$ cat src/rtl/cmp_pkg.sv
// Shared types for the word comparator accumulator: FSM states, beat classes
// and the one-hot relation encoding used on the {g,e,l} outputs.
package cmp_pkg;
    typedef enum logic [1:0] {
        S_IDLE  = 2'd0,
        S_ACCUM = 2'd1,
        S_HOLD  = 2'd2
    } state_e;

    typedef enum logic [1:0] {
        BEAT_EQ  = 2'd0,
        BEAT_GT  = 2'd1,
        BEAT_LT  = 2'd2,
        BEAT_ERR = 2'd3
    } beat_e;

    localparam logic [2:0] REL_GT   = 3'b100;
    localparam logic [2:0] REL_EQ   = 3'b010;
    localparam logic [2:0] REL_LT   = 3'b001;
    localparam logic [2:0] REL_NONE = 3'b000;
endpackage

$ cat src/rtl/cmp_result_accumulator_if.sv
// Beat input, result handshake and status signals of the accumulator.
interface cmp_result_accumulator_if;
    logic start_in;
    logic bit_valid_in;
    logic g_in;
    logic e_in;
    logic l_in;
    logic res_ready_in;
    logic bit_ready_out;
    logic g_out;
    logic e_out;
    logic l_out;
    logic done_out;
    logic err_out;

    modport slave (
        input  start_in, bit_valid_in, g_in, e_in, l_in, res_ready_in,
        output bit_ready_out, g_out, e_out, l_out, done_out, err_out
    );

    modport master (
        output start_in, bit_valid_in, g_in, e_in, l_in, res_ready_in,
        input  bit_ready_out, g_out, e_out, l_out, done_out, err_out
    );
endinterface

$ cat src/rtl/cmp_bit_decider.sv
// Classifies one slice beat; anything that is not exactly one-hot is an error.
module cmp_bit_decider
    import cmp_pkg::*;
(
    input  logic  g_i,
    input  logic  e_i,
    input  logic  l_i,
    output beat_e cls_o
);
    always_comb begin
        case ({g_i, e_i, l_i})
            REL_GT:  cls_o = BEAT_GT;
            REL_EQ:  cls_o = BEAT_EQ;
            REL_LT:  cls_o = BEAT_LT;
            default: cls_o = BEAT_ERR;
        endcase
    end
endmodule

$ cat src/rtl/cmp_result_accumulator.sv
// Folds MSB-first per-bit relation beats into a word relation; the first
// deciding beat wins and the result is held until the consumer takes it.
module cmp_result_accumulator
    import cmp_pkg::*;
#(
    parameter int WIDTH = 8
) (
    input  logic                     clk_in,
    input  logic                     rst_in,
    cmp_result_accumulator_if.slave  bus
);
    localparam int CW = $clog2(WIDTH + 1);

    state_e          state_q, state_d;
    logic [CW-1:0]   cnt_q, cnt_d;
    logic            decided_q, decided_d;
    logic [2:0]      rel_q, rel_d;
    logic            err_q, err_d;
    logic            rdy_q, rdy_d;
    logic            done_q, done_d;
    logic [2:0]      res_q, res_d;
    beat_e           cls;
    logic            restart;
    logic            accept;

    cmp_bit_decider u_decider (
        .g_i   (bus.g_in),
        .e_i   (bus.e_in),
        .l_i   (bus.l_in),
        .cls_o (cls)
    );

    // A start in HOLD only counts when the pending result is taken in the same cycle.
    assign restart = bus.start_in & ((state_q == S_IDLE) | (state_q == S_ACCUM) |
                                     ((state_q == S_HOLD) & bus.res_ready_in));
    assign accept  = bus.bit_valid_in & rdy_q & (state_q == S_ACCUM);

    always_comb begin
        state_d   = state_q;
        cnt_d     = cnt_q;
        decided_d = decided_q;
        rel_d     = rel_q;
        err_d     = err_q;
        if (restart) begin
            state_d   = S_ACCUM;
            cnt_d     = CW'(WIDTH);
            decided_d = 1'b0;
            rel_d     = REL_EQ;
            err_d     = 1'b0;
        end else begin
            case (state_q)
                S_ACCUM: begin
                    if (accept) begin
                        cnt_d = (cnt_q == '0) ? cnt_q : cnt_q - CW'(1);
                        case (cls)
                            BEAT_GT: if (!decided_q) begin rel_d = REL_GT; decided_d = 1'b1; end
                            BEAT_LT: if (!decided_q) begin rel_d = REL_LT; decided_d = 1'b1; end
                            BEAT_ERR: err_d = 1'b1;
                            default: ;
                        endcase
                        if (cnt_q <= CW'(1)) state_d = S_HOLD;
                    end
                end
                S_HOLD:  if (bus.res_ready_in) state_d = S_IDLE;
                S_IDLE:  ;
                default: state_d = S_IDLE;
            endcase
        end
        rdy_d  = (state_d == S_ACCUM);
        done_d = (state_d == S_HOLD);
        res_d  = (state_d == S_HOLD) ? rel_d : REL_NONE;
    end

    always_ff @(posedge clk_in or posedge rst_in) begin
        if (rst_in) begin
            state_q   <= S_IDLE;
            cnt_q     <= '0;
            decided_q <= 1'b0;
            rel_q     <= REL_NONE;
            err_q     <= 1'b0;
            rdy_q     <= 1'b0;
            done_q    <= 1'b0;
            res_q     <= REL_NONE;
        end else begin
            state_q   <= state_d;
            cnt_q     <= cnt_d;
            decided_q <= decided_d;
            rel_q     <= rel_d;
            err_q     <= err_d;
            rdy_q     <= rdy_d;
            done_q    <= done_d;
            res_q     <= res_d;
        end
    end

    assign bus.bit_ready_out = rdy_q;
    assign bus.done_out      = done_q;
    assign bus.err_out       = err_q;
    assign bus.g_out         = res_q[2];
    assign bus.e_out         = res_q[1];
    assign bus.l_out         = res_q[0];
endmodule
$ cat src/flat_wrapper.sv
// flat-port wrapper written by rule: the top's interface ports become plain ports
module cmp_result_accumulator_flat import cmp_pkg::*;
#(
    parameter int WIDTH = 8
)
  (clk_in, rst_in, bus_start_in, bus_bit_valid_in, bus_g_in, bus_e_in, bus_l_in, bus_res_ready_in, bus_bit_ready_out, bus_g_out, bus_e_out, bus_l_out, bus_done_out, bus_err_out);
  cmp_result_accumulator_if bus_i ();
  input  logic clk_in;
  input  logic rst_in;
  input wire logic [$bits(bus_i.start_in)-1:0] bus_start_in;
  input wire logic [$bits(bus_i.bit_valid_in)-1:0] bus_bit_valid_in;
  input wire logic [$bits(bus_i.g_in)-1:0] bus_g_in;
  input wire logic [$bits(bus_i.e_in)-1:0] bus_e_in;
  input wire logic [$bits(bus_i.l_in)-1:0] bus_l_in;
  input wire logic [$bits(bus_i.res_ready_in)-1:0] bus_res_ready_in;
  output wire logic [$bits(bus_i.bit_ready_out)-1:0] bus_bit_ready_out;
  output wire logic [$bits(bus_i.g_out)-1:0] bus_g_out;
  output wire logic [$bits(bus_i.e_out)-1:0] bus_e_out;
  output wire logic [$bits(bus_i.l_out)-1:0] bus_l_out;
  output wire logic [$bits(bus_i.done_out)-1:0] bus_done_out;
  output wire logic [$bits(bus_i.err_out)-1:0] bus_err_out;
  assign bus_i.start_in = bus_start_in;
  assign bus_i.bit_valid_in = bus_bit_valid_in;
  assign bus_i.g_in = bus_g_in;
  assign bus_i.e_in = bus_e_in;
  assign bus_i.l_in = bus_l_in;
  assign bus_i.res_ready_in = bus_res_ready_in;
  assign bus_bit_ready_out = bus_i.bit_ready_out;
  assign bus_g_out = bus_i.g_out;
  assign bus_e_out = bus_i.e_out;
  assign bus_l_out = bus_i.l_out;
  assign bus_done_out = bus_i.done_out;
  assign bus_err_out = bus_i.err_out;
  cmp_result_accumulator #(.WIDTH(WIDTH)) u_core (.clk_in(clk_in), .rst_in(rst_in), .bus(bus_i));
endmodule
$ cat config.mk
export PLATFORM = sky130hd
export DESIGN_NAME = cmp_result_accumulator_flat
export DESIGN_NICKNAME = d
export VERILOG_FILES = /design/src/rtl/cmp_pkg.sv /design/src/rtl/cmp_result_accumulator_if.sv /design/src/rtl/cmp_bit_decider.sv /design/src/rtl/cmp_result_accumulator.sv /design/src/flat_wrapper.sv
export SDC_FILE = /design/constraint.sdc
export NUM_CORES = 1
export LEC_CHECK = 0
export CAP_MARGIN = 15
export CORE_ASPECT_RATIO = 1.25
export CORE_MARGIN = 2
export CORE_UTILIZATION = 40
export CTS_CLUSTER_SIZE = 24
export DETAILED_ROUTE_END_ITERATION = 8
export PLACE_DENSITY = 0.7
export RECOVER_POWER = 25
export SLEW_MARGIN = 20
export SYNTH_ARGS = -nofsm -noshare
export SYNTH_HDL_FRONTEND = slang
export SYNTH_SLANG_ARGS = --single-unit
$ cat constraint.sdc
create_clock -name clk_in -period 3.7 [get_ports clk_in]
set_input_delay 0.74 -clock clk_in [delete_from_list [all_inputs] [get_ports clk_in]]
set_output_delay 0.74 -clock clk_in [all_outputs]
set_load 0.02 [all_outputs]
==> Yosys cells after proc, flatten, opt, wreduce, memory -nomap -nowiden <==
Cells that the tools add are included.
{ "totals": {"in_bits": 8, "wordCells": 62, "regBits": 16, "output_inout_bits": 6} }
{ "classes": {"n_bitwise": 6, "reduce_logical": 10, "n_eq_ne": 11, "add_sub_neg": 1, "order_cmp": 1, "n_mux": 25} }
{ "ops": {"columns": ["operator", "n"], "rows": [
  ["$mux 3", 6],
  ["$mux 4", 4],
  ["$pmux 2 s3", 2],
  ["$reduce_and 3->1", 3],
  ["$eq 2x2->1 const B", 4],
  ["$mux 1", 8],
  ["$mux 2", 4],
  ["$reduce_bool 2->1", 4],
  ["$eq 2x1->1 const B", 3],
  ["$pmux 3 s2", 1],
  ["$and 1x1->1", 4],
  ["$le 4x1->1 const B", 1],
  ["$logic_not 4->1", 1],
  ["$sub 4x1->4 const B", 1],
  ["$eq 3x1->1 const B", 1],
  ["$eq 3x2->1 const B", 1],
  ["$eq 3x3->1 const B", 1],
  ["$logic_not 2->1", 1],
  ["$ne 2x1->1 const B", 1],
  ["$or 1x1->1", 2],
  ["$reduce_or 2->1", 1]
]} }

==> Longest topological paths before layout <==
{ "depth": {"word_depth": 8, "mapped_depth": 5, "depth_no_buf": 5} }

==> Cells and area by module <==
From an unflattened synthesis, not the netlist that was laid out.
{ "unflattened": {"cells_unflattened": 80, "area_unflattened_um2": 834.6} }
{ "modules_own_cells": {"columns": ["module", "area_each_um2", "instances", "seq_area_each_um2", "cells_per_inst"], "rows": [
  ["cmp_result_accumulator", 804.5, 1, 400.4, 76],
  ["cmp_bit_decider", 30.0, 1, 0.0, 4]
]} }

==> Least setup slack after synthesis <==
OpenSTA, ideal clock, no wires.
{ "synth_path": {"path_kind": "input -> register", "from": "input bus_e_in", "to": "register u_core.res_q[2]", "stages": 4, "setup_slack_ps": 1969, "required_ps": 3574, "setup_time_ps": 126, "n_path_buf": 1, "t_arrival_ps": 1605, "cell_sequence": "clkbuf_1 > or4b_1 > o22ai_1 > nor4_1"} }
{ "synth_between": {"elab_chain_cells": 8, "word_cells_on_any_way": 11, "cone_classes": "eq/ne (5); mux (6)"} }
{ "synth_lines": {"columns": ["item", "line_no", "rtl"], "rows": [
  ["from (decl)", "flat_wrapper.sv:13", "input wire logic [$bits(bus_i.e_in)-1:0] bus_e_in;"],
  ["$eq 3x1->1 (tied with other cells)", "cmp_bit_decider.sv:11", "case ({g_i, e_i, l_i})"],
  ["$pmux 2 s3 (*)", "cmp_bit_decider.sv:11", null],
  ["$eq 2x2->1 or $eq 2x1->1 (tied branches)", "cmp_result_accumulator.sv:55", "case (cls)"],
  ["$pmux 3 s2 (*)", "cmp_result_accumulator.sv:55", null],
  ["$mux 3 (*)", "cmp_result_accumulator.sv:53", "if (accept) begin"],
  ["$mux 3 (*)", "cmp_result_accumulator.sv:51", "case (state_q)"],
  ["$mux 3 (*)", "cmp_result_accumulator.sv:44", "if (restart) begin"],
  ["$mux 3 (*)", "cmp_result_accumulator.sv:71", "res_d = (state_d == S_HOLD) ? rel_d : REL_NONE;"],
  ["named net u_core.res_d[2]", "cmp_result_accumulator.sv:21", "logic [2:0] res_q, res_d;"],
  ["to (signal assigned)", "cmp_result_accumulator.sv:92", "res_q <= res_d;"],
  ["to (decl)", "cmp_result_accumulator.sv:21", null]
]} }
Mark *: on every way through the listed nets, which the timed path passes. The rest lies on a longest branch.
A chain may end at the register's enable or synchronous reset.

==> Final worst setup path <==
{ "layout_path": {"from": "input bus_bit_valid_in", "to": "register u_core.res_q[0]"} }
{ "layout_between": {"elab_chain_cells": 7, "word_cells_on_any_way": 10, "cone_classes": "eq/ne (1); mux (7); bitwise (2)"} }
{ "layout_lines": {"columns": ["item", "line_no", "rtl"], "rows": [
  ["from (decl)", "flat_wrapper.sv:11", "input wire logic [$bits(bus_i.bit_valid_in)-1:0] bus_bit_valid_in;"],
  ["$and 1x1->1 (*) (2 in a row)", "cmp_result_accumulator.sv:36", "assign accept = bus.bit_valid_in & rdy_q & (state_q == S_ACCUM);"],
  ["$mux 2", "cmp_result_accumulator.sv:53", null],
  ["$pmux 2 s3", "cmp_result_accumulator.sv:51", null],
  ["$mux 2", "cmp_result_accumulator.sv:44", null],
  ["$eq 2x2->1", "cmp_result_accumulator.sv:71", null],
  ["$mux 3 (*)", "cmp_result_accumulator.sv:71", null],
  ["named net u_core.res_d[0]", "cmp_result_accumulator.sv:21", null]
]} }
Marks and branches as above.

==> results.md <==
- Crit Reg-Reg Endpoint: u_core.res_q[0]$_DFF_PP0_
- Worst-Skew Late Latency: 0.28 ns
- Comb power frac: 42.2%
- Total CTS buffers: 3
- First-pass GRT wire length: 2730 um
- Area of the core: 1960 sq um
- Setup_tns: 0 ns
- Most numerous cell in the Yosys netlist: dfrtp_1
- RSZ-0062 raised after global routing: false
- Die extent in x: 44.4 um
- Max-cap violations: 0
- Worst hold path startpoint: u_core.rel_q[1]$_DFF_PP0_
- Hpwl dp: 1120 um
- CP required: 3.88 ns
- Clock Path Buffers: 2
- Slew at the pin closest to its max-slew limit: 0.610 ns
- Hold buffer count at cts: 0
- Die Ht: 54.5 um
- GRT Total Usage: 15.7%
- Final Skew: 0.00298 ns
- Synth top area cells: dfrtp_1, ha_1, a21oi_1
- GR Overflow Total: 0
- Setup violators final: 0
- CP max stage delay: 0.52 ns
- Post-synth EDFFs: 0
- Pre-antenna DRT Iters: 4
- R2R setup slack: 2.09 ns
- P_leak: 0.000404 uW
- Post-synth top cells: dfrtp_1, inv_1, a21oi_1
- Top_reg_cell synth: dfrtp_1
- Cell Area, Synth: 815 sq um
- Via density: 5.54
- Critical path type: in -> reg
- TritonCTS clock tree: yes
- WP data arrival: 2.29 ns
- P_int: 372 uW
- Critical path startpoint category: primary input
- Clock root cell: clkbuf_4
- Clock transition at the registers of the reported paths: 0.09 ns
- WL final: 1500 um
- Fin util: 50.1%
- Antenna viol nets, final: 0
- Yosys warnings: 0
- Post-CTS setup buffers: 0
- P&R area growth vs syn: 20.4%
- Final #Nets: 106
- Vias post-DR: 626
- Fin. max-slew vios: 0
- Max VDD drop: 0.283 mV
- WHS Path Cells: 2
- Initial antenna violation count: 0
- Layout cells sized above 1: 5.38%
- Post-synthesis async set-or-reset flop share: 100%
- Initial Util: 41.6%
- H-tree levels: 1
- Resize count post-CTS: 0
- CP Cell Sequence: clkdlybuf4s50_1 > nand4b_4 > o41a_1 > nor4_1
- Synth Register Bits: 16
- Pin count of the biggest net entering global routing: 17
- Period Utilization, post-route: 56.9%
- Port bufs: 13
- Ant diodes: 0
- Sequential fraction of the synthesis area: 49.2%
- GPL Wtd Cong: 0.784
- Clock power frac: 14.8%
- DR iter-0 viols: 7
- Die ar.: 2420 sq um
- Hold Vio Cnt, Final: 0
- Crit-path slowest cell: clkdlybuf4s50_1
- Vias in the first global route: 620
- Per-cell routed wire length: 13.3 um
- Syn avg cell area: 10.2 sq um
- Row Count: 18
- FILL cells: 176
- Register share of total power: 43.0%
- Gate Count Post-Synth: 80
- Hold Path Sink: u_core.rel_q[1]$_DFF_PP0_
- Net Switching: 228 uW
- Tot Pwr: 600 uW
- Pwr/cell area: 611 nW/um^2
- Worst rel slew slack: 58.9%
- Area leader, netlist: dfrtp_1
- Sw frac: 38.0%
- Remaining routing DRC violations: 0
- Cells on worst reg2reg path: 3
- Tmin final: 2.11 ns
- Netlist cell types: 29
- CP max FO: 14
- Hold crit path type: reg -> reg
- Clock sink count: 16
- Num ports: 14
- Outcome: finished clean
- Reg-to-reg startpoint: u_core.state_q[1]$_DFF_PP0_
- Fmax: 475 MHz
- Synth Net Count: 91
- Top cell type's share of synthesized area: 49.2%
- Worst Setup End Kind: register
[sequential cells by signal (all words and copies together), names as in the netlist]
| name | count |
|---|---|
| u_core.bus.bit_ready_out | 1 |
| u_core.bus.done_out | 1 |
| u_core.bus.err_out | 1 |
| u_core.cnt_q | 4 |
| u_core.decided_q | 1 |
| u_core.rel_q | 3 |
| u_core.res_q | 3 |
| u_core.state_q | 2 |
[area by class of cell]
| cell class | count | area, sq um | area share (%) |
|---|---|---|---|
| inverter | 7 | 26.3 | 2.68 |
| multi-input combinational | 54 | 377 | 38.4 |
| sequential | 16 | 400 | 40.8 |
| clock buffer | 3 | 22.5 | 2.30 |
| tap | 20 | 25.0 | 2.55 |
| timing repair buffer | 13 | 130 | 13.3 |
[placed cells by master, fill, tap and decap left out, types with 2 or more instances in the layout]
| cell type | n |
|---|---|
| clkdlybuf4s50_1 | 12 |
| or4b_1 | 2 |
| nor3b_1 | 2 |
| inv_1 | 7 |
| nand2_1 | 3 |
| or3_1 | 3 |
| ha_1 | 3 |
| or4_1 | 2 |
| o21ai_0 | 5 |
| o22ai_1 | 2 |
| nor3_1 | 5 |
| dfrtp_1 | 16 |
| clkbuf_4 | 3 |
| xnor2_1 | 2 |
| nor2_1 | 3 |
| nor4_1 | 2 |
| o21a_1 | 2 |
| a21oi_1 | 6 |
[metal layers]
layer	global-route usage, %	vias to the layer above	share of wire, %
li1	-	319	-
met5	0	-	0
met3	2.97	5	3.1
met2	26.2	12	53
met4	7.58	0	2.5
met1	19.4	290	42
[worst max-delay path by stage]
stage | start | end | slack (ns) | cells past startpoint
floorplan | bus_e_in | u_core.res_q[2]$_DFF_PP0_ | 1.97 | 4
global placement | bus_bit_valid_in | u_core.res_q[0]$_DFF_PP0_ | 1.35 | 4
detailed placement | bus_bit_valid_in | u_core.res_q[0]$_DFF_PP0_ | 1.31 | 4
CTS | bus_bit_valid_in | u_core.res_q[0]$_DFF_PP0_ | 1.61 | 4
global route | bus_bit_valid_in | u_core.res_q[0]$_DFF_PP0_ | 1.50 | 4
finish | bus_bit_valid_in | u_core.res_q[0]$_DFF_PP0_ | 1.59 | 4
[per-stage QoR]
stage	instances	hold WS (ns)	worst slack [ns]	area [sq um]
2_1_floorplan	80	0.457	1.97	815
3_3_place_gp	110	0.497	1.35	958
3_5_place_dp	110	0.494	1.31	958
4_1_cts	113	0.517	1.61	981
5_1_grt	113	0.527	1.50	981
6_report	113	0.516	1.59	981
[worst max-delay path, delay by kind of cell]
family | cells | cell delay [ns]
and+or+nand+nor | 2 | 0.51
buffers and inverters | 1 | 0.52
AOI/OAI and AO/OA | 1 | 0.52
[cell families after synthesis]
family / Yosys count / share of synthesized area, %
AND/OR/NAND/NOR: 30 / 24.9
AO/OA/AOI/OAI: 19 / 14.6
flip-flops: 16 / 49.2
buffers and inverters: 10 / 4.61
adder cells (fa/ha/maj): 3 / 4.61
XOR/XNOR: 2 / 2.15
[power by group through the flow]
stage,Clock [uW],Combinational (uW),Sequential (uW)
6_report,88.5,253,258
5_1_grt,101,291,267
4_1_cts,93.6,256,258
3_3_place_gp,0,250,260
2_1_floorplan,0,169,270
3_5_place_dp,0,255,263
Note: power is estimated with default switching activity, not from simulation.
